### src/rtl/cla_mult_pkg.sv
// Shared types and constants for the carry-lookahead shift-and-add multiplier.
package cla_mult_pkg;

  typedef enum logic [1:0] {
    StIdle,
    StRun,
    StDone
  } state_e;

  localparam int unsigned CLA_GROUP = 4;

  function automatic int unsigned cnt_width(input int unsigned width);
    return $clog2(width + 1);
  endfunction

endpackage

### src/rtl/cla_adder_w.sv
// WIDTH-bit combinational carry-lookahead adder built from 4-bit lookahead groups.
// Group carries ripple between groups; carries inside a group are fully looked ahead.
module cla_adder_w
  import cla_mult_pkg::*;
#(
  parameter int unsigned WIDTH = 4
) (
  input  logic [WIDTH-1:0] a,
  input  logic [WIDTH-1:0] b,
  input  logic             ci,
  output logic [WIDTH-1:0] s,
  output logic             co
);

  localparam int unsigned NGroups = WIDTH / CLA_GROUP;

  logic [WIDTH-1:0] g;
  logic [WIDTH-1:0] p;
  logic [WIDTH:0]   c;

  assign g    = a & b;
  assign p    = a | b;
  assign c[0] = ci;

  for (genvar k = 0; k < NGroups; k++) begin : g_grp
    localparam int unsigned Base = k * CLA_GROUP;
    logic [3:0] gg;
    logic [3:0] pp;
    logic       cin;
    logic       grp_g;
    logic       grp_p;

    assign gg  = g[Base +: 4];
    assign pp  = p[Base +: 4];
    assign cin = c[Base];

    assign c[Base+1] = gg[0] | (pp[0] & cin);
    assign c[Base+2] = gg[1] | (pp[1] & gg[0]) | (pp[1] & pp[0] & cin);
    assign c[Base+3] = gg[2] | (pp[2] & gg[1]) | (pp[2] & pp[1] & gg[0])
                     | (pp[2] & pp[1] & pp[0] & cin);

    assign grp_g = gg[3] | (pp[3] & gg[2]) | (pp[3] & pp[2] & gg[1])
                 | (pp[3] & pp[2] & pp[1] & gg[0]);
    assign grp_p = &pp;
    assign c[Base+4] = grp_g | (grp_p & cin);
  end

  // p = a|b is a valid propagate for carries, but the sum bit still needs a^b.
  assign s  = a ^ b ^ c[WIDTH-1:0];
  assign co = c[WIDTH];

endmodule

### src/rtl/cla_shift_add_mult.sv
// Sequential unsigned shift-and-add multiplier with a CLA datapath adder.
// Define CLA_MULT_EARLY_TERM_EN to finish as soon as no multiplier bits remain.
module cla_shift_add_mult
  import cla_mult_pkg::*;
#(
  parameter int unsigned WIDTH = 4
) (
  input  logic               clk,
  input  logic               rst_n,
  input  logic               start,
  input  logic [WIDTH-1:0]   a,
  input  logic [WIDTH-1:0]   b,
  output logic               busy,
  output logic               done,
  output logic [2*WIDTH-1:0] product
);

  localparam int unsigned CNT_W = cnt_width(WIDTH);

  state_e             state_q;
  logic [WIDTH-1:0]   mcand_q;
  logic [WIDTH-1:0]   acc_q;
  logic [WIDTH-1:0]   mq_q;
  logic [CNT_W-1:0]   cnt_q;
  logic [2*WIDTH-1:0] product_q;

  logic [WIDTH-1:0]   addend;
  logic [WIDTH-1:0]   sum;
  logic               carry;
  logic [2*WIDTH-1:0] shifted;
  logic [2*WIDTH-1:0] result;
  logic               last;

  assign addend = mq_q[0] ? mcand_q : '0;

  cla_adder_w #(
    .WIDTH(WIDTH)
  ) u_adder (
    .a (acc_q),
    .b (addend),
    .ci(1'b0),
    .s (sum),
    .co(carry)
  );

  // The carry-out becomes the new acc MSB, so the product can never overflow.
  assign shifted = {carry, sum, mq_q[WIDTH-1:1]};

`ifdef CLA_MULT_EARLY_TERM_EN
  logic rest;

  // Only the low cnt bits of mq still hold multiplier bits; the rest is product.
  always_comb begin
    last   = (cnt_q == CNT_W'(1));
    result = shifted;
    rest   = 1'b0;
    for (int i = 1; i < int'(WIDTH); i++) begin
      if (CNT_W'(i) < cnt_q) rest = rest | mq_q[i];
    end
    if (!rest) begin
      last   = 1'b1;
      result = shifted >> (cnt_q - CNT_W'(1));
    end
  end
`else
  always_comb begin
    last   = (cnt_q == CNT_W'(1));
    result = shifted;
  end
`endif

  always_ff @(posedge clk or negedge rst_n) begin
    if (!rst_n) begin
      state_q   <= StIdle;
      mcand_q   <= '0;
      acc_q     <= '0;
      mq_q      <= '0;
      cnt_q     <= '0;
      product_q <= '0;
    end else begin
      unique case (state_q)
        StIdle, StDone: begin
          if (start) begin
            mcand_q <= a;
            mq_q    <= b;
            acc_q   <= '0;
            cnt_q   <= CNT_W'(WIDTH);
            state_q <= StRun;
          end else begin
            state_q <= StIdle;
          end
        end
        StRun: begin
          {acc_q, mq_q} <= shifted;
          cnt_q         <= cnt_q - CNT_W'(1);
          if (last) begin
            product_q <= result;
            state_q   <= StDone;
          end
        end
        default: state_q <= StIdle;
      endcase
    end
  end

  assign busy    = (state_q == StRun);
  assign done    = (state_q == StDone);
  assign product = product_q;

endmodule

### config.mk
export PLATFORM = sky130hd
export DESIGN_NAME = cla_shift_add_mult
export DESIGN_NICKNAME = d
export VERILOG_FILES = /design/src/rtl/cla_mult_pkg.sv /design/src/rtl/cla_adder_w.sv /design/src/rtl/cla_shift_add_mult.sv
export SDC_FILE = /design/constraint.sdc
export NUM_CORES = 1
export LEC_CHECK = 0
export ABC_AREA = 1
export BUFFER_PORTS_ARGS = -buffer_cell sky130_fd_sc_hd__buf_2
export CAP_MARGIN = 20
export CORE_UTILIZATION = 54
export DETAILED_ROUTE_END_ITERATION = 10
export MAX_ROUTING_LAYER = met4
export PLACE_DENSITY = 0.88
export RECOVER_POWER = 100
export SLEW_MARGIN = 20
export SYNTH_ARGS = -nofsm -noshare
export SYNTH_HDL_FRONTEND = slang
export SYNTH_SLANG_ARGS = --single-unit
### constraint.sdc
create_clock -name clk -period 1.7 [get_ports clk]
set_clock_uncertainty 0.05 [all_clocks]
set_input_delay 0.17 -clock clk [delete_from_list [all_inputs] [get_ports clk]]
set_output_delay 0.17 -clock clk [all_outputs]
set_load 0.02 [all_outputs]
==> summary.txt, run 1 <==
Synth
  – #FFs+latches synth: 25
  – Post-synthesis average cell area: 9.64 um2
  – Sequential-to-total area share from yosys stat: approximately 49%
  – Synthesized Nets: roughly 150
  – Synth Instances: ~130
  – Synthesized cell area: 0.00127 mm2
  – Yosys warns: 0
  – Synth unique cells: 20

Global routing
  – Largest net degree at the start of global routing: 26
  – Overall Global Routing Usage: a little over a fifth
  – Global-route wire length before repair: 3900 um
  – Gr ovfl total: 0
  – Number of global-route vias before repair: 899
  – Initial antenna violation count: 0

STA
  – Worst-Margin Slew: roughly 0.59 ns
  – Final setup vio count: 0
  – Setup TNS: 0 ns
  – Min Tclk post-route: 1.61 ns
  – Min Hold Slack: 0.0169 ns
  – Fin. max-slew vios: 0
  – Slew HR: 60.6%
  – Peak Freq: 0.622 GHz
  – Final Cycle Share: 94.6%
  – RSZ-0062 raised after global routing: no
  – Final hold viol count: 0
  – Slack of the critical path: 0.0917 ns

Power
  – Leakage power: between 0.7 and 0.8 nW
  – Combinational share of power: between 50% and 60%
  – Seq pwr share: 38.8%
  – PwrDens: 1940 mW/mm2
  – Switching Share: 45.3%
  – Power Internal: 1.47 mW
  – Sw power: 1.22 mW
  – Clk pwr share: 9.7%
  – Maximum VDD drop: 1.04 mV

Route
  – WL/cell: 11.9 um
  – Initial DRC count: 11
  – Vias/cell: 5.02
  – ANT nets after route: 0
  – 1st-pass router iterations: 4
  – Drt drc: 0
  – Total vias in the final route: 919
  – Post-Route WL: 2180 um

Floorplanning
  – # rows: 17
  – Die width: 50.5 um
  – Core Region: 0.00221 mm2
  – Num ports: 21
  – Die height: 50.5 um
  – Starting Density: 57.5%
  – Area of the die: 0.00255 mm2

Place
  – Port Buffer Count: 20
  – Dpl ws: 0.0694 ns
  – Hpwl dp: 1640 um
  – Placed Cells: 178
  – Gpl congestion: approximately 0.74

Critical path
  – CP Data Required Time: approximately 1.9 ns
  – Arrival time at the worst endpoint: 1.76 ns
  – Crit path max fanout: 5
  – CP Capture Type: flip-flop
  – Crit Path Class: flip-flop to flip-flop
  – Startpoint types: flip-flop

CTS
  – CTS sink count: 25
  – Clock buffer count from CTS: 3
  – CTS H-tree depth: 1
  – Post-CTS Setup Bufs: 0
  – Clock slew at reported path FFs: 0.13 ns
  – Maximum clock insertion buffer count: 2
  – Clk_lat worst skew: 0.31 ns
  – Clk root buf: clkbuf_4
  – CTS tree: done

Layout
  – Layout filler cell count: approximately 200
  – Antenna cells: 0
  – Area grow syn2layout: 9.24%
  – Share of post-route cells with drive strength above 1: 14.2%
  – Final std cells w/o fill: around 180
  – Nets: 177

Min path
  – HP Class: input pin to flip-flop

Status
  – Status: finished clean

Flow run
  – Maxcap violations: 0
## sequential cells by signal, summed over array words and instances (netlist names)
signal / count
mq_q: 4
mcand_q: 4
product: 8
state_q: 2
cnt_q: 3
acc_q: 4
## through the flow
stage | area, um2 | utilization (%) | total power [mW]
floorplan | 1270 | - | 2.15
global placement | 1390 | 62.6 | 2.41
detailed placement | 1390 | 62.6 | 2.50
CTS | 1420 | 64.3 | 2.77
global route | 1390 | 62.8 | 2.96
finish | 1390 | 62.8 | 2.69
## worst max-delay path, cell delays in order, from the launching register on
cell and delay, ns:
dfrtp_1 0.44, nand2_1 0.07, inv_1 0.04, ha_1 0.19
fa_1 0.41, xnor2_2 0.19, o22ai_1 0.10
## cell usage after synthesis
cell type / number / area share (%)
a21boi_0: 1 / 0.59
buf_6: 2 / 1.8
dfrtp_1: 25 / 49
fa_1: 1 / 1.6
ha_1: 9 / 8.8
inv_1: 17 / 5.0
inv_2: 3 / 0.88
mux2_4: 4 / 4.7
nand2_1: 37 / 11
nand2_2: 1 / 0.49
nand2_4: 3 / 2.7
nand3_1: 4 / 1.6
nor2_1: 7 / 2.1
nor2_8: 1 / 1.6
nor3_1: 4 / 1.6
o21ai_0: 2 / 0.79
o21ai_1: 2 / 0.79
o21ai_2: 2 / 1.4
o22ai_1: 6 / 3.0
xnor2_1: 1 / 0.69
## power by group through the flow
stage                     Combinational [mW]  Clock, mW  Sequential (mW)
after global placement                  1.36          0             1.05
after global routing                    1.58      0.296             1.08
after floorplan                         1.02          0             1.13
final                                   1.39      0.261             1.05
after CTS                               1.45      0.270             1.05
after detailed placement                1.44          0             1.06
## routing by layer
metal  global-route usage, %  share of wire, %  up-vias
met1                    26.1                46      441
met4                    9.72              0.73        0
met2                    34.9                51       16
met3                    3.64               2.3        2
met5                       -                 0        -
li1                        -                 -      460
## area by class of cell
class | instances | area (um2) | share of cell area (%)
inverters | 20 | 75.1 | 5.40
multi-input cells | 85 | 529 | 38.1
well taps | 28 | 35.0 | 2.52
flip-flops and latches | 25 | 626 | 45.0
repair buffers | 21 | 98.8 | 7.11
clock buffers | 4 | 26.3 | 1.89
## kinds of logic (layout without fill, tap and decap cells)
family	count (synthesis)	in the layout	share of synthesized area [%]
and+or+nand+nor	57	57	20.8
adders and majority gates	10	10	10.4
AOI/OAI and AO/OA	13	13	6.49
xor gates and xnor gates	1	1	0.688
muxes	4	4	4.72
buffers and inverters	22	45	7.67
DFF	25	25	49.2
## placed cells by master (no fill, tap or decap), drive strengths merged
| cell type | count |
|---|---|
| nand2 | 41 |
| dfrtp | 25 |
| inv | 20 |
| clkbuf | 14 |
| buf | 10 |
| ha | 9 |
| nor2 | 8 |
| o22ai | 6 |
| o21ai | 6 |
| nor3 | 4 |
| nand3 | 4 |
| mux2 | 4 |
| a21boi | 1 |
| xnor2 | 1 |
| fa | 1 |
| dlygate4sd3 | 1 |
## worst paths after layout
path / depth (start not counted) / startpoint / slack [ns] / to
worst min register to register: 2 / product[6] / 0.44 / product[6]
max in group asynchronous: 2 / rst_n / 0.88 / acc_q[2]
worst max register to register: 6 / mq_q[0] / 0.09 / acc_q[1]
worst max-delay path: 6 / mq_q[0] / 0.09 / acc_q[1]
min in group asynchronous: 2 / rst_n / 0.33 / product[3]
worst min-delay path: 2 / a[2] / 0.02 / mcand_q[2]
## repair_timing
item | 4_1_cts | 5_1_grt
endpoints found under the hold margin | 25 | 0
gates resized for setup | 0 | 1
hold buffers | 1 | 0
setup endpoints to repair | 0 | 1
Power figures use the tool's default switching activity.
==> run 2: changes to the inputs <==
Settings changed: SETUP_SLACK_MARGIN set to 0.4.
==> summary.txt, run 2 (synthesized netlist as in run 1, its figures left out) <==
Status
  – Status: finished clean

CTS
  – Clk root buf: clkbuf_4
  – CTS H-tree depth: 1 (unchanged)
  – Clk_lat worst skew: 0.32 ns (about the same)
  – Clock buffer count from CTS: 3 (unchanged)
  – CTS tree: done
  – CTS sink count: 25 (unchanged)
  – Maximum clock insertion buffer count: 2 (unchanged)
  – Clock slew at reported path FFs: 0.14 ns (about the same)

Critical path
  – Worst reg2reg setup slack: 0.15 ns (+0.06 ns)
  – Crit path max fanout: 11 (+6)
  – Worst-path cell chain: inv_2 -> clkbuf_1 -> nand2_4 -> nand2_1 -> inv_1 -> nand2_1 -> o21ai_2
  – Startpoint types: flip-flop
  – Arrival time at the worst endpoint: 1.72 ns (-0.04 ns)
  – Worst path max stage delay: 0.46 ns (+0.02 ns)
  – CP Data Required Time: 1.86 ns (about the same)
  – Cell mode on critical path: nand2_1
  – Critical path's top delay family: simple AND/OR/NAND/NOR gates
  – Crit path max-delay cell type: dfrtp_1
  – CP Capture Type: flip-flop
  – Crit Path Class: flip-flop to flip-flop
  – Buf/Inv on CP: 3 (+2)

Floorplanning
  – Die height: 50.5 um (unchanged)
  – Die width: 50.5 um (unchanged)
  – Core Region: 0.00221 mm2 (unchanged)
  – Area of the die: 0.00255 mm2 (unchanged)
  – # rows: 17 (unchanged)
  – Num ports: 21 (unchanged)
  – Starting Density: 57.5% (unchanged)

Layout
  – Commonest non-fill, non-tap cell in the layout: nand2_1
  – Nets: 188 (+6.2%)
  – Final Util: 69.1% (+6.3 points)
  – Layout filler cell count: 177 (-12%)
  – Area grow syn2layout: 20.2%
  – Share of post-route cells with drive strength above 1: 28.3% (+14 points)
  – FF/Latch Area: 626 um2 (unchanged)
  – Antenna cells: 0 (unchanged)
  – Number of flip-flops under the largest register name: 8 (unchanged)
  – Commonest non-fill, non-tap cells in the layout: 35 x nand2_1, 25 x dfrtp_1, 14 x inv_1
  – Multi-input gate area: 591 um2 (+12%)

Route
  – 1st-pass router iterations: 4 (unchanged)
  – ANT nets after route: 0 (unchanged)
  – Drt drc: 0 (unchanged)
  – WL/cell: 13.6 um (+14%)
  – Vias/cell: 5.25 (+4.5%)
  – Total vias in the final route: 1018 (+11%)
  – Post-Route WL: 2640 um (+21%)
  – Initial DRC count: 40 (+29)

Global routing
  – Number of global-route vias before repair: 929 (+3.3%)
  – Overall Global Routing Usage: 22.5% (+1.1 points)
  – Gr ovfl total: 0 (unchanged)
  – Largest net degree at the start of global routing: 26 (unchanged)
  – Global-route wire length before repair: 4070 um (+4.4%)
  – Initial antenna violation count: 0 (unchanged)

STA
  – Setup TNS: 0 ns (unchanged)
  – RSZ-0062 raised after global routing: yes
  – Slew HR: 59.7% (-0.90 points)
  – Peak Freq: 0.644 GHz (+3.6%)
  – Worst-Margin Slew: 0.605 ns (+0.0135 ns)
  – Final hold viol count: 0 (unchanged)
  – Fin. max-slew vios: 0 (unchanged)
  – Min Tclk post-route: 1.55 ns (-0.0557 ns)
  – Final Cycle Share: 91.3% (-3.3 points)
  – Final setup vio count: 0 (unchanged)

Place
  – Hpwl dp: 1710 um (+4.2%)
  – Port Buffer Count: 20 (unchanged)
  – Gpl congestion: 0.726 (-2.2%)

Min path
  – HP Class: input pin to flip-flop

Power
  – PwrDens: 2020 mW/mm2 (+4.3%)
  – Leakage power: 0.785 nW (+3.8%)
  – Maximum VDD drop: 1.24 mV (+19%)

Flow run
  – Maxcap violations: 0 (unchanged)
[run 2: stage by stage]
step	power [mW]	instances	cell area, um2	hold slack (ns)	setup WS (ns)
after floorplan	2.22	132	1280	-0.176	0.261
after global placement	2.47	178	1400	0.131	0.238
after detailed placement	2.58	178	1400	0.132	0.181
after CTS	2.88	184	1460	0.0242	0.174
after global routing	3.36	194	1530	-0.00558	0.0709
final	3.09	194	1530	0.00475	0.147
[run 2: layer usage]
metal  track usage, %  vias to the layer above  wire length, um  share of wire [%]
met5                -                        -                0                  0
met3             3.03                       10              125                4.7
met2             35.6                       47             1320                 50
li1                 -                      482                -                  -
met1             28.1                      479             1100                 42
met4             12.0                        0               95                3.6
[run 2: area by class of cell]
class,instances,area share (%)
Inverter,20,5.07
Timing Repair Buffer,31,11.3
Clock inverter,1,0.327
Tap cell,28,2.29
Multi-Input combinational cell,86,38.6
Clock buffer,3,1.47
Sequential cell,25,40.9
[run 2: final timing paths]
path / start / to / depth (start not counted)
max: state_q[0] / acc_q[0] / 7
min in group asynchronous: rst_n / product[1] / 2
min: a[1] / mcand_q[1] / 2
max in group asynchronous: rst_n / product[0] / 2
min reg2reg: product[7] / product[7] / 2
max reg2reg: state_q[0] / acc_q[0] / 7
[run 2: power breakdown]
part / internal [mW] / switching [mW]
Clock: 0.0881 / 0.175
Sequential: 0.870 / 0.217
Combinational: 0.704 / 1.04
[run 2: repair_timing]
item,CTS,global route
cloned,0,1
buffers inserted,1,9
hold endpoints to repair,25,0
pin swaps,5,8
hold buffers,1,0
setup endpoints to repair,14,15
resized for setup,6,18
==> run 3: changes to the inputs <==
--- a/config.mk
+++ b/config.mk
@@ -14,5 +14,4 @@
 export PLACE_DENSITY = 0.88
 export RECOVER_POWER = 100
-export SETUP_SLACK_MARGIN = 0.4
 export SLEW_MARGIN = 20
 export SYNTH_ARGS = -nofsm -noshare
--- a/constraint.sdc
+++ b/constraint.sdc
@@ -3,3 +3,3 @@
 set_input_delay 0.17 -clock clk [delete_from_list [all_inputs] [get_ports clk]]
 set_output_delay 0.17 -clock clk [all_outputs]
-set_load 0.02 [all_outputs]
+set_load 0.05 [all_outputs]
==> summary.txt, run 3 (synthesized netlist as in run 1, its figures left out) <==
Critical path
  – CP Data Required Time: 1.85 ns (about the same)
  – Arrival time at the worst endpoint: 1.76 ns (+0.04 ns)
  – Worst-path cell chain: nand2_1 -> inv_1 -> ha_1 -> fa_1 -> xnor2_2 -> o22ai_1
  – Crit Path Class: flip-flop to flip-flop
  – CP Capture Type: flip-flop
  – Startpoint types: flip-flop
  – Worst path max stage delay: 0.44 ns (-0.02 ns)
  – Crit path max-delay cell type: dfrtp_1
  – Crit path max fanout: 5 (-6)
  – R2r worst-path depth: 6 (-1)

Layout
  – Final Util: 63.3% (-5.8 points)
  – Antenna cells: 0 (unchanged)
  – Commonest non-fill, non-tap cell in the layout: nand2_1
  – Final instance area: 0.00140 mm2 (-8.4%)
  – Commonest non-fill, non-tap cells in the layout: 38 x nand2_1, 25 x dfrtp_1, 20 x inv_1
  – Area grow syn2layout: 10.0%
  – Number of flip-flops under the largest register name: 8 (unchanged)
  – Nets: 177 (-5.9%)
  – Share of post-route cells with drive strength above 1: 14.8% (-13 points)

STA
  – Peak Freq: 0.622 GHz (-3.4%)
  – Worst-Margin Slew: 0.601 ns (-0.00383 ns)
  – Final setup vio count: 0 (unchanged)
  – Min Tclk post-route: 1.61 ns (+0.0554 ns)
  – Final Cycle Share: 94.6% (+3.3 points)
  – Fin. max-slew vios: 0 (unchanged)
  – Setup TNS: 0 ns (unchanged)
  – Slew HR: 60.1% (+0.43 points)
  – Final hold viol count: 0 (unchanged)
  – RSZ-0062 raised after global routing: no

Power
  – Maximum VDD drop: 1.12 mV (-9.6%)
  – Leakage power: 0.764 nW (-2.6%)
  – PwrDens: 2100 mW/mm2 (+3.8%)

Floorplanning
  – Die height: 50.5 um (unchanged)
  – Die width: 50.5 um (unchanged)
  – Core Region: 0.00221 mm2 (unchanged)
  – Num ports: 21 (unchanged)
  – Area of the die: 0.00255 mm2 (unchanged)
  – Starting Density: 57.5% (unchanged)
  – # rows: 17 (unchanged)

CTS
  – CTS H-tree depth: 1 (unchanged)
  – Clock slew at reported path FFs: 0.13 ns (about the same)
  – Clk_lat worst skew: 0.31 ns (about the same)
  – Clock buffer count from CTS: 3 (unchanged)
  – CTS tree: done
  – Maximum clock insertion buffer count: 2 (unchanged)
  – CTS sink count: 25 (unchanged)
  – Clk root buf: clkbuf_4

Route
  – Post-Route WL: 2180 um (-17%)
  – Drt drc: 0 (unchanged)
  – Total vias in the final route: 913 (-10%)
  – Vias/cell: 4.99 (-4.9%)
  – WL/cell: 11.9 um (-12%)
  – 1st-pass router iterations: 4 (unchanged)
  – Initial DRC count: 11 (-73%)
  – ANT nets after route: 0 (unchanged)

Global routing
  – Overall Global Routing Usage: 21.4% (-1.1 points)
  – Largest net degree at the start of global routing: 26 (unchanged)
  – Gr ovfl total: 0 (unchanged)
  – Global-route wire length before repair: 3900 um (-4.2%)
  – Number of global-route vias before repair: 899 (-3.2%)
  – Initial antenna violation count: 0 (unchanged)

Place
  – Cell Area, Placed: 0.00139 mm2 (-0.90%)
  – Hpwl dp: 1640 um (-4.0%)
  – Gpl congestion: 0.742 (+2.3%)
  – Port Buffer Count: 20 (unchanged)

Min path
  – Hold Crit Depth: 2 (unchanged)
  – HP Class: input pin to flip-flop

Flow run
  – Maxcap violations: 0 (unchanged)

Status
  – Status: finished clean
[run 3: layout make-up]
type / count / area, um2
Sequential cell: 25 / 626
Fill cell: 200 / 812
Inverter: 20 / 75.1
Tap cell: 28 / 35.0
Multi-Input combinational cell: 85 / 538
Timing Repair Buffer: 21 / 100
Clock buffer: 4 / 26.3
[run 3: critical path, delay by kind of cell, from the launching register on]
family | cells | cell delay [ns]
AO/OA/AOI/OAI | 1 | 0.10
AND/OR/NAND/NOR | 1 | 0.07
buffers and inverters | 1 | 0.04
XOR/XNOR | 1 | 0.19
flip-flops | 1 | 0.44
adder cells (fa/ha/maj) | 2 | 0.60
[run 3: stage by stage]
step	worst slack, ns	hold WS [ns]	instances	total power [mW]
6_report	0.0920	0.0168	183	2.94
4_1_cts	0.0563	0.0156	183	2.99
3_5_place_dp	0.0694	0.137	178	2.72
3_3_place_gp	0.137	0.128	178	2.63
2_1_floorplan	0.170	-0.176	132	2.37
5_1_grt	0.00546	0.00783	183	3.20
[run 3: timing repair]
| action | in CTS | in global routing |
|---|---|---|
| endpoints found under the hold margin | 25 | 0 |
| resized for setup | 0 | 1 |
| hold buffers | 1 | 0 |
| buffers inserted | 0 | 0 |
| endpoints found under the setup margin | 0 | 1 |
[run 3: worst paths after layout]
| kind | start | end | slack (ns) |
|---|---|---|---|
| max in group asynchronous | rst_n | acc_q[2] | 0.88 |
| worst min register to register | product[6] | product[6] | 0.44 |
| worst min-delay path | a[2] | mcand_q[2] | 0.02 |
| min in group asynchronous | rst_n | product[3] | 0.33 |
| worst max register to register | mq_q[0] | acc_q[1] | 0.09 |
| worst max-delay path | mq_q[0] | acc_q[1] | 0.09 |
[run 3: power by group]
| group | internal, mW | switching, mW | leakage [nW] |
|---|---|---|---|
| sequential | 0.870 | 0.179 | 0.304 |
| combinational | 0.521 | 1.11 | 0.445 |
| clock | 0.0917 | 0.170 | 0.0150 |
[run 3: per-layer routing]
layer  routed length (um)  track usage, %  part of all wire (%)
met5                    0               -                     0
met4                   16            9.72                  0.73
met3                   50            3.64                   2.3
met2                 1100            34.9                    51
met1                 1010            26.1                    46
